File: src/rtl/fetch_stage.sv
// Instruction fetch stage: PC register plus IF/ID pipeline register with jump/branch redirect.
// Latency: instr for PC appears one clock after address=PC; a redirect costs exactly one bubble.
// Backpressure: stall holds PC and IF/ID; a redirect overrides stall; flush bubbles IF/ID only.
module fetch_stage #(
   parameter int                    address_data = 32,
   parameter logic [address_data-1:0] reset_pc   = '0
) (
   input  logic                    clock,
   input  logic                    reset,
   input  logic                    stall,
   input  logic                    flush,
   input  logic                    branch_taken,
   input  logic [address_data-1:0] branch_target,
   input  logic                    jump,
   input  logic [25:0]             jump_index,
   input  logic [address_data-1:0] i_in,
   output logic [address_data-1:0] address,
   output logic [address_data-1:0] instr,
   output logic [address_data-1:0] pc_plus4,
   output logic                    valid
);

   logic [address_data-1:0] pc_q, pc_d;
   logic [address_data-1:0] instr_q, instr_d;
   logic [address_data-1:0] pc_plus4_q, pc_plus4_d;
   logic                    valid_q, valid_d;

   logic [address_data-1:0] pc_seq;
   logic [address_data-1:0] jump_pc;
   logic [address_data-1:0] branch_pc;
   logic                    redirect;

   // Candidate next-PC values; the jump region comes from the PC+4 of the instruction in IF/ID
   always_comb begin
      pc_seq    = pc_q + address_data'(4);
      jump_pc   = {pc_plus4_q[address_data-1:28], jump_index, 2'b00};
      branch_pc = {branch_target[address_data-1:2], 2'b00};
      redirect  = jump | branch_taken;
   end

   // Next-state selection: jump beats branch beats stall beats sequential; bubble on redirect or flush
   always_comb begin
      pc_d       = pc_q;
      instr_d    = instr_q;
      pc_plus4_d = pc_plus4_q;
      valid_d    = valid_q;

      if (jump) begin
         pc_d = jump_pc;
      end else if (branch_taken) begin
         pc_d = branch_pc;
      end else if (!stall) begin
         pc_d = pc_seq;
      end

      if (redirect || flush) begin
         instr_d    = '0;
         pc_plus4_d = '0;
         valid_d    = 1'b0;
      end else if (!stall) begin
         instr_d    = i_in;
         pc_plus4_d = pc_seq;
         valid_d    = 1'b1;
      end
   end

   // State registers with synchronous reset that dominates every other input
   always_ff @(posedge clock) begin
      if (reset) begin
         pc_q       <= reset_pc;
         instr_q    <= '0;
         pc_plus4_q <= '0;
         valid_q    <= 1'b0;
      end else begin
         pc_q       <= pc_d;
         instr_q    <= instr_d;
         pc_plus4_q <= pc_plus4_d;
         valid_q    <= valid_d;
      end
   end

   assign address  = pc_q;
   assign instr    = instr_q;
   assign pc_plus4 = pc_plus4_q;
   assign valid    = valid_q;

endmodule

File: config.mk
export PLATFORM = sky130hd
export DESIGN_NAME = fetch_stage
export DESIGN_NICKNAME = d
export VERILOG_FILES = /design/src/rtl/fetch_stage.sv
export SDC_FILE = /design/constraint.sdc
export NUM_CORES = 1
export LEC_CHECK = 0
export BUFFER_PORTS_ARGS = -buffer_cell sky130_fd_sc_hd__buf_2
export CORE_MARGIN = 2
export CORE_UTILIZATION = 35
export DETAILED_ROUTE_END_ITERATION = 16
export PLACE_DENSITY = 0.63
export SETUP_SLACK_MARGIN = 0.2
export SLEW_MARGIN = 30
export SYNTH_ARGS = -nofsm -noshare
export SYNTH_HDL_FRONTEND = slang
export SYNTH_SLANG_ARGS = --single-unit
File: constraint.sdc
create_clock -name clock -period 2.9 [get_ports clock]
set_input_delay 0.725 -clock clock [delete_from_list [all_inputs] [get_ports clock]]
set_output_delay 0.725 -clock clock [all_outputs]
set_load 0.02 [all_outputs]
==> results of run 1 <==
## cells in the final DEF (no fill, tap or decap), types with 13 or more instances in the layout
cell	count
buf_2	186
o22ai_1	14
nor3_1	17
nand2_1	31
a21oi_1	56
nor2_1	72
mux2i_1	41
xor2_1	13
o21ai_0	35
xnor2_1	18
dfxtp_1	93
buf_4	15
## stage by stage
step                power [uW]  worst slack (ps)  hold slack (ps)  instances  util [%]
floorplan                 1670               624              541        556         -
detailed placement        1840               397              461        882      44.6
CTS                       2980               562              473        897      46.8
global placement          1830               432              448        882      44.6
global route              3070               471              499        897      46.8
finish                    2960               570              467        897      46.8
## worst max-delay path: cells and delay by family (launching register included)
family	cells	cell delay, ps
and+or+nand+nor	3	1520
DFF	1	460
xor gates and xnor gates	1	150
AOI/OAI and AO/OA	1	130
## logic make-up (layout without fill, tap and decap cells)
logic type / after synthesis / after routing / synth area share (%)
AO/OA/AOI/OAI: 144 / 144 / 18.8
XOR/XNOR: 31 / 31 / 5.94
multiplexers: 42 / 42 / 9.23
flip-flops: 93 / 93 / 40.7
other: 1 / 4 / 0.0820
adder cells (fa/ha/maj): 1 / 1 / 0.274
buffers and inverters: 57 / 226 / 5.04
AND/OR/NAND/NOR: 184 / 184 / 19.9
## where the power goes
part	total, uW	internal, uW	switching (uW)
clock network	1140	647	491
logic	437	185	253
registers	1380	1320	63.2
## worst min-delay path by stage
stage                   endpoint  slack, ps    startpoint
finish               pc_plus4[8]        470   pc_plus4[8]
global route         pc_plus4[8]        500   pc_plus4[8]
CTS                 pc_plus4[23]        470  pc_plus4[23]
detailed placement   pc_plus4[8]        460   pc_plus4[8]
global placement     pc_plus4[8]        450   pc_plus4[8]
floorplan            pc_plus4[8]        540   pc_plus4[8]
## cell type report
type | instances | area [um^2]
Sequential cell | 93 | 1860
Inverter | 10 | 37.5
Fill cell | 1273 | 6740
Timing Repair Buffer | 201 | 1040
Clock inverter | 1 | 5.00
Multi-Input combinational cell | 406 | 2490
Tap cell | 172 | 215
Clock buffer | 14 | 274
## layer usage
| layer | share of wire, % | GRT usage (%) |
|---|---|---|
| met1 | 43 | 26.1 |
| met2 | 45 | 33.2 |
| met3 | 10 | 7.63 |
| met4 | 1.4 | 7.30 |
| met5 | 0.18 | 0 |
## flip-flops by register name, indices dropped and copies added, names as in the netlist
register  cells
pc_plus4     30
valid         1
instr        32
address      30
==> results.md, run 1 <==
* Number of iterations in the first detailed-routing pass at 5
* Total routed wirelength at 14800 um
* Via-per-instance ratio at 5.29
* Number of antenna diodes at 0
* Gate count of the mapped netlist at 553
* Non-Filler Cell Area, Final at 0.00593 mm^2
* Min Tclk post-route at 2330 ps
* Outcome: finished, final reports clean
* Most common cell in the synthesized netlist: dfxtp_1
* CTS-repair resized insts at 0
* Antenna-violating nets left at 0
* Hold-fix buffers, CTS at 0
* Top cells by instance count after synthesis: 93 x dfxtp_1, 72 x nor2_1, 56 x a21oi_1
* Die area at 0.0140 mm^2
* Worst clock skew on the final layout at 8.83 ps
* Register bit total from synthesis at 93
* Largest driver fanout on the critical path at 6
* Via count at 4745
* Data required time of the worst path at 3180 ps
* Number of setup buffers added after CTS at 0
* Global-route wire length before repair at 23400 um
* CTS buffer count at 9
* # clock sinks at 93
* Count of buffers from port buffering at 186
* Top FF cell, synth: dfxtp_1
* Worst setup path category: flop to flop
* Post-Syn Area at 0.00457 mm^2
* Die outline width at 118 um
* Last element of the critical path: pc_plus4[29]
* Accumulated negative setup slack at 0 ps
* Number of antenna violations at the first check in global routing at 2
* Max-cap viol count at 0
* Total global routing track utilization at 20.9%
* Static Leakage at 0.00264 uW
* Number of pins exceeding their max-slew limit in the final report at 0
* DRC violation count after routing at 0
* HPWL reported at the end of detailed placement at 10800 um
* Area growth from synthesis to layout at 29.7%
* Remaining max-slew budget at the tightest pin at 49.5%
* Chip Height at 118 um
* Reg2reg setup slack at 570 ps
* Worst-skew pair later-pin latency at 350 ps
* Ordered cell list for the critical path: nand2_1 > or4_1 > or4b_4 > xor2_1 > a21oi_1
* Largest net degree at the start of global routing at 48
* Kind of end point of the critical path: flop
* Leading cell types by total area after synthesis: dfxtp_1 41%, mux2i_1 9.0%, a21oi_1 6.1%
* Cell Pwr Density at 499 mW/mm^2
* Unrepaired setup endpoints after global routing: no
* Async S/R FF share, synth at 0%
* Start point of the critical path: address[2]
* H-tree depth reported by CTS at 3
* Clock Tree Root: clkbuf_16
* Final cycle utilization of the critical path at 80.4%
* Worst path max stage delay at 710 ps
* Mean area per synthesized cell at 8.27 um^2
* Placed cell area at 0.00565 mm^2
* Area share of the largest cell type after synthesis at 40.7%
* Clock Path Buffers at 2
* Gr ovfl total at 0
* Number of global-route vias before repair at 4528
* Number of primary I/O pins at 193
* Kind of launch point of the worst setup path: flop
* Capture instance of the worst register-to-register path: pc_plus4[29]
* Share of post-route cells with drive strength above 1 at 31.3%
* Proportion of synthesized chip area in sequential cells at 40.7%
* Std-Cell Core Area at 0.0127 mm^2
* Largest area contributor in the synthesized netlist: dfxtp_1
* Warnings from Yosys at 0
* Final RePlAce weighted congestion at 0.892
* Peak VDD IR at 328 uV
* Effective utilization at floorplan at 36.1%
* Number of cells on the worst hold path at 2
* Tightest Pin Transition at 757 ps
* Setup violation total in the final timing report at 0
* Final #Nets at 818
* Class of the tightest hold or removal check: flop to flop
* Number of distinct library cells after synthesis at 54
* Final hold violation count at 0
* Cell row count at 41
* Worst path arrival time at 2610 ps
* Clock slew at reported path FFs at 60 ps
* Slowest cell on the critical path: or4_1
* WL per Instance at 16.5 um
* Iter 0 DRT Violations at 325
* Post-synth EDFFs at 0
* TritonCTS clock tree: yes
* FF-to-FF path depth at 5
* FMAX at 429 MHz
* Crit Reg-Reg Startpoint: address[2]
Power figures use the tool's default switching activity.
==> run 2: changes to the inputs <==
--- a/config.mk
+++ b/config.mk
@@ -5,11 +5,12 @@
 export SDC_FILE = /design/constraint.sdc
 export NUM_CORES = 1
 export LEC_CHECK = 0
+export ABC_AREA = 1
 export BUFFER_PORTS_ARGS = -buffer_cell sky130_fd_sc_hd__buf_2
 export CORE_MARGIN = 2
 export CORE_UTILIZATION = 35
 export DETAILED_ROUTE_END_ITERATION = 16
-export PLACE_DENSITY = 0.63
+export PLACE_DENSITY = 0.64
 export SETUP_SLACK_MARGIN = 0.2
 export SLEW_MARGIN = 30
 export SYNTH_ARGS = -nofsm -noshare
==> constraint.sdc (replaced) <==
create_clock -name clock -period 1.9 [get_ports clock]
set_input_delay 0.475 -clock clock [delete_from_list [all_inputs] [get_ports clock]]
set_output_delay 0.475 -clock clock [all_outputs]
set_load 0.02 [all_outputs]
==> run 2 against run 1 <==
Net effect:
- clock skew is 2.7 ps lower
- combinational power increased by 64%
- hold slack worse by 130 ps
- clock power is 54% higher
- synthesized cell count grew 33%
- register-to-register slack got worse by 300 ps
- first-iteration DRC count fell by 16%
- flip-flop and latch count stayed put
- design area increased by 6.2%
- final cell count increased by 21%
==> results.md, run 2 <==
* Accumulated negative setup slack at 0 ps
* Final cycle utilization of the critical path at 85.7%
* Worst clock skew on the final layout at 6.15 ps
* Post-Syn Area at 0.00477 mm^2
* Worst setup path category: flop to flop
* CTS buffer count at 9
* Area share of the largest cell type after synthesis at 39.1%
* Async S/R FF share, synth at 0%
* Most common cell in the synthesized netlist: nand2_1
* Top FF cell, synth: dfxtp_1
* Outcome: finished, final reports clean
* Min Tclk post-route at 1630 ps
* Multi-input gate area at 0.00251 mm^2
* Worst-skew pair later-pin latency at 340 ps
* Total routed wirelength at 15300 um
* Antenna-violating nets left at 0
* Static Leakage at 0.00309 uW
* Number of global-route vias before repair at 4866
* Relative contribution of combinational cells to total power at 15.7%
* Register bit total from synthesis at 93
* Die outline width at 121 um
* Kind of end point of the critical path: flop
* Most frequent cells in the layout: 186 x buf_2, 170 x nand2_1, 104 x nor2_1, 88 x a21oi_1, 87 x dfxtp_1
* Warnings from Yosys at 0
* Share of total power in sequential cells at 46.0%
* Number of pins exceeding their max-slew limit in the final report at 0
* Global-route wire length before repair at 24400 um
* Leading cell types by total area after synthesis: dfxtp_1 39%, nand2_1 14%, a21oi_1 9.2%
* Final RePlAce weighted congestion at 0.833
* Hold EP: address[2]
* Proportion of synthesized chip area in sequential cells at 39.1%
* Number of instances in the placed design at 1070
* Launch point of the worst hold path: reset
* WL per Instance at 14.0 um
* Via-per-instance ratio at 4.84
* Clock Tree Root: clkbuf_16
* Grt met3 use at 6.46%
* Peak VDD IR at 480 uV
* Total global routing track utilization at 21.1%
* Placement-stage worst setup slack at 144 ps
* FF-to-FF path depth at 10
* FMAX at 614 MHz
* Die area at 0.0146 mm^2
* Switching power share of the total at 28.0%
* Largest net degree at the start of global routing at 60
* Setup violation total in the final timing report at 0
* Cell row count at 42
* HPWL reported at the end of detailed placement at 11000 um
* Final #Nets at 1004
* Final Worst Setup Slack at 272 ps
* Hold-fix buffers, CTS at 0
* H-tree depth reported by CTS at 3
* Worst path max stage delay at 360 ps
* Most common cell after layout, fill and taps aside: buf_2
* Largest driver fanout on the critical path at 5
* Slowest cell on the critical path: dfxtp_2
* Capture instance of the worst register-to-register path: pc_plus4[22]
* Area growth from synthesis to layout at 32.1%
* Number of iterations in the first detailed-routing pass at 4
* Post-route core utilization at 47.3%
* Global routing met1 resource utilization at 24.9%
* Total internal power at 3290 uW
* Cell Pwr Density at 726 mW/mm^2
* Fill cell instance count of the final layout at 1417
* Gate count of the mapped netlist at 733
* Largest area contributor in the synthesized netlist: dfxtp_1
* Number of antenna violations at the first check in global routing at 1
* Reg2reg setup slack at 270 ps
* Max-cap viol count at 0
* Fraction of power consumed by the clock network at 38.3%
* DRC violation count after routing at 0
* Clock Path Buffers at 2
* Data required time of the worst path at 2140 ps
* Iter 0 DRT Violations at 272
* Std-Cell Core Area at 0.0133 mm^2
* Number of distinct library cells after synthesis at 30
* # clock sinks at 93
* Via count at 5275
* Non-Filler Cell Area, Final at 0.00629 mm^2
* Worst path arrival time at 1860 ps
* Mean area per synthesized cell at 6.50 um^2
* Net Switching at 1280 uW
* Kind of launch point of the worst setup path: flop
* Ordered cell list for the critical path: ha_4 > nand2_2 > nor2_4 > nand2_4 > nor2_4 > nand2_1 > nand2_2 > nand3_1 > o211ai_1 > inv_1
* Unrepaired setup endpoints after global routing: yes
* Gr ovfl total at 0
* Top cells by instance count after synthesis: 176 x nand2_1, 111 x nor2_1, 93 x dfxtp_1
* Class of the tightest hold or removal check: input port to flop
* TritonCTS clock tree: yes
* Number of primary I/O pins at 193
* FF/Latch Area at 0.00187 mm^2
* Count of buffers from port buffering at 186
* Filler-free cell count of the finished design at 1089
* Number of cells on the worst hold path at 2
* Highest-utilization routing layer at the global route stage: met2
* Chip Height at 121 um
* Global routing usage on met2 at 36.1%
* Crit Reg-Reg Startpoint: address[3]
* Number of flip-flops under the largest register name at 32
* Post-synth EDFFs at 0
* Share of post-route cells with drive strength above 1 at 28.2%
* Clock slew at reported path FFs at 60 ps
* Placed cell area at 0.00588 mm^2
* Effective utilization at floorplan at 35.8%
* Final hold violation count at 0
-- run 2: cell count changes after synthesis, moves of 32 or more --
| cell | previous run | this run |
|---|---|---|
| mux2i_1 | 41 | 0 |
| nand3_1 | 11 | 53 |
| nand2_1 | 31 | 176 |
| a21oi_1 | 56 | 88 |
| inv_1 | 8 | 66 |
| nor2_1 | 72 | 111 |
-- run 2: worst max-delay path by stage --
| stage | start | to | slack [ps] |
|---|---|---|---|
| after floorplan | address[2] | pc_plus4[22] | 250 |
| after CTS | address[2] | address[13] | 200 |
| final | address[3] | pc_plus4[22] | 270 |
| after global routing | address[3] | address[22] | 180 |
| after detailed placement | branch_taken | address[9] | 140 |
| after global placement | branch_taken | pc_plus4[23] | 210 |
-- run 2: kinds of logic (layout without fill, tap and decap cells) --
| family | after synthesis | after routing | share of synthesized area, % |
|---|---|---|---|
| compound gates | 163 | 163 | 18.2 |
| xor+xnor | 8 | 8 | 1.47 |
| fa+ha+maj | 1 | 1 | 0.262 |
| simple gates | 353 | 353 | 30.2 |
| flops | 93 | 93 | 39.1 |
| other cells | 1 | 5 | 0.0787 |
| buf+inv | 114 | 290 | 10.6 |
-- run 2: cell type report --
| cell class | count | area share (%) |
|---|---|---|
| diodes | 1 | 0.0398 |
| well taps | 176 | 3.50 |
| repair buffers | 206 | 18.0 |
| inverters | 68 | 4.27 |
| multi-input cells | 529 | 39.9 |
| clock inverters | 3 | 0.298 |
| clock buffers | 13 | 4.29 |
| flip-flops and latches | 93 | 29.7 |
-- run 2: power by group through the flow --
stage | logic [uW] | registers, uW | clock network (uW)
floorplan | 359 | 2210 | 0
global placement | 707 | 2140 | 0
detailed placement | 712 | 2140 | 0
CTS | 714 | 2090 | 1790
global route | 805 | 2110 | 1870
finish | 718 | 2100 | 1750
-- run 2: layer usage --
metal  part of all wire, %  routed length [um]
met4                   1.5                 222
met5                     0                   0
met3                   8.9                1350
met2                    47                7160
met1                    43                6560
-- run 2: timing repair --
item                                    4_1_cts  5_1_grt
endpoints found under the setup margin        0       33
gates resized for setup                       0       35
setup buffers                                 0        2
-- run 2: worst max-delay path, delay by kind of cell, from the launching register on --
family / cells / cell delay, ps
simple gates: 7 / 890
flops: 1 / 360
fa+ha+maj: 1 / 140
compound gates: 1 / 90
buf+inv: 1 / 50
-- run 2: per-stage QoR --
step	total power (uW)	hold WS, ps
global placement	2840	449
detailed placement	2850	453
finish	4570	333
CTS	4600	331
global route	4790	333
floorplan	2560	544
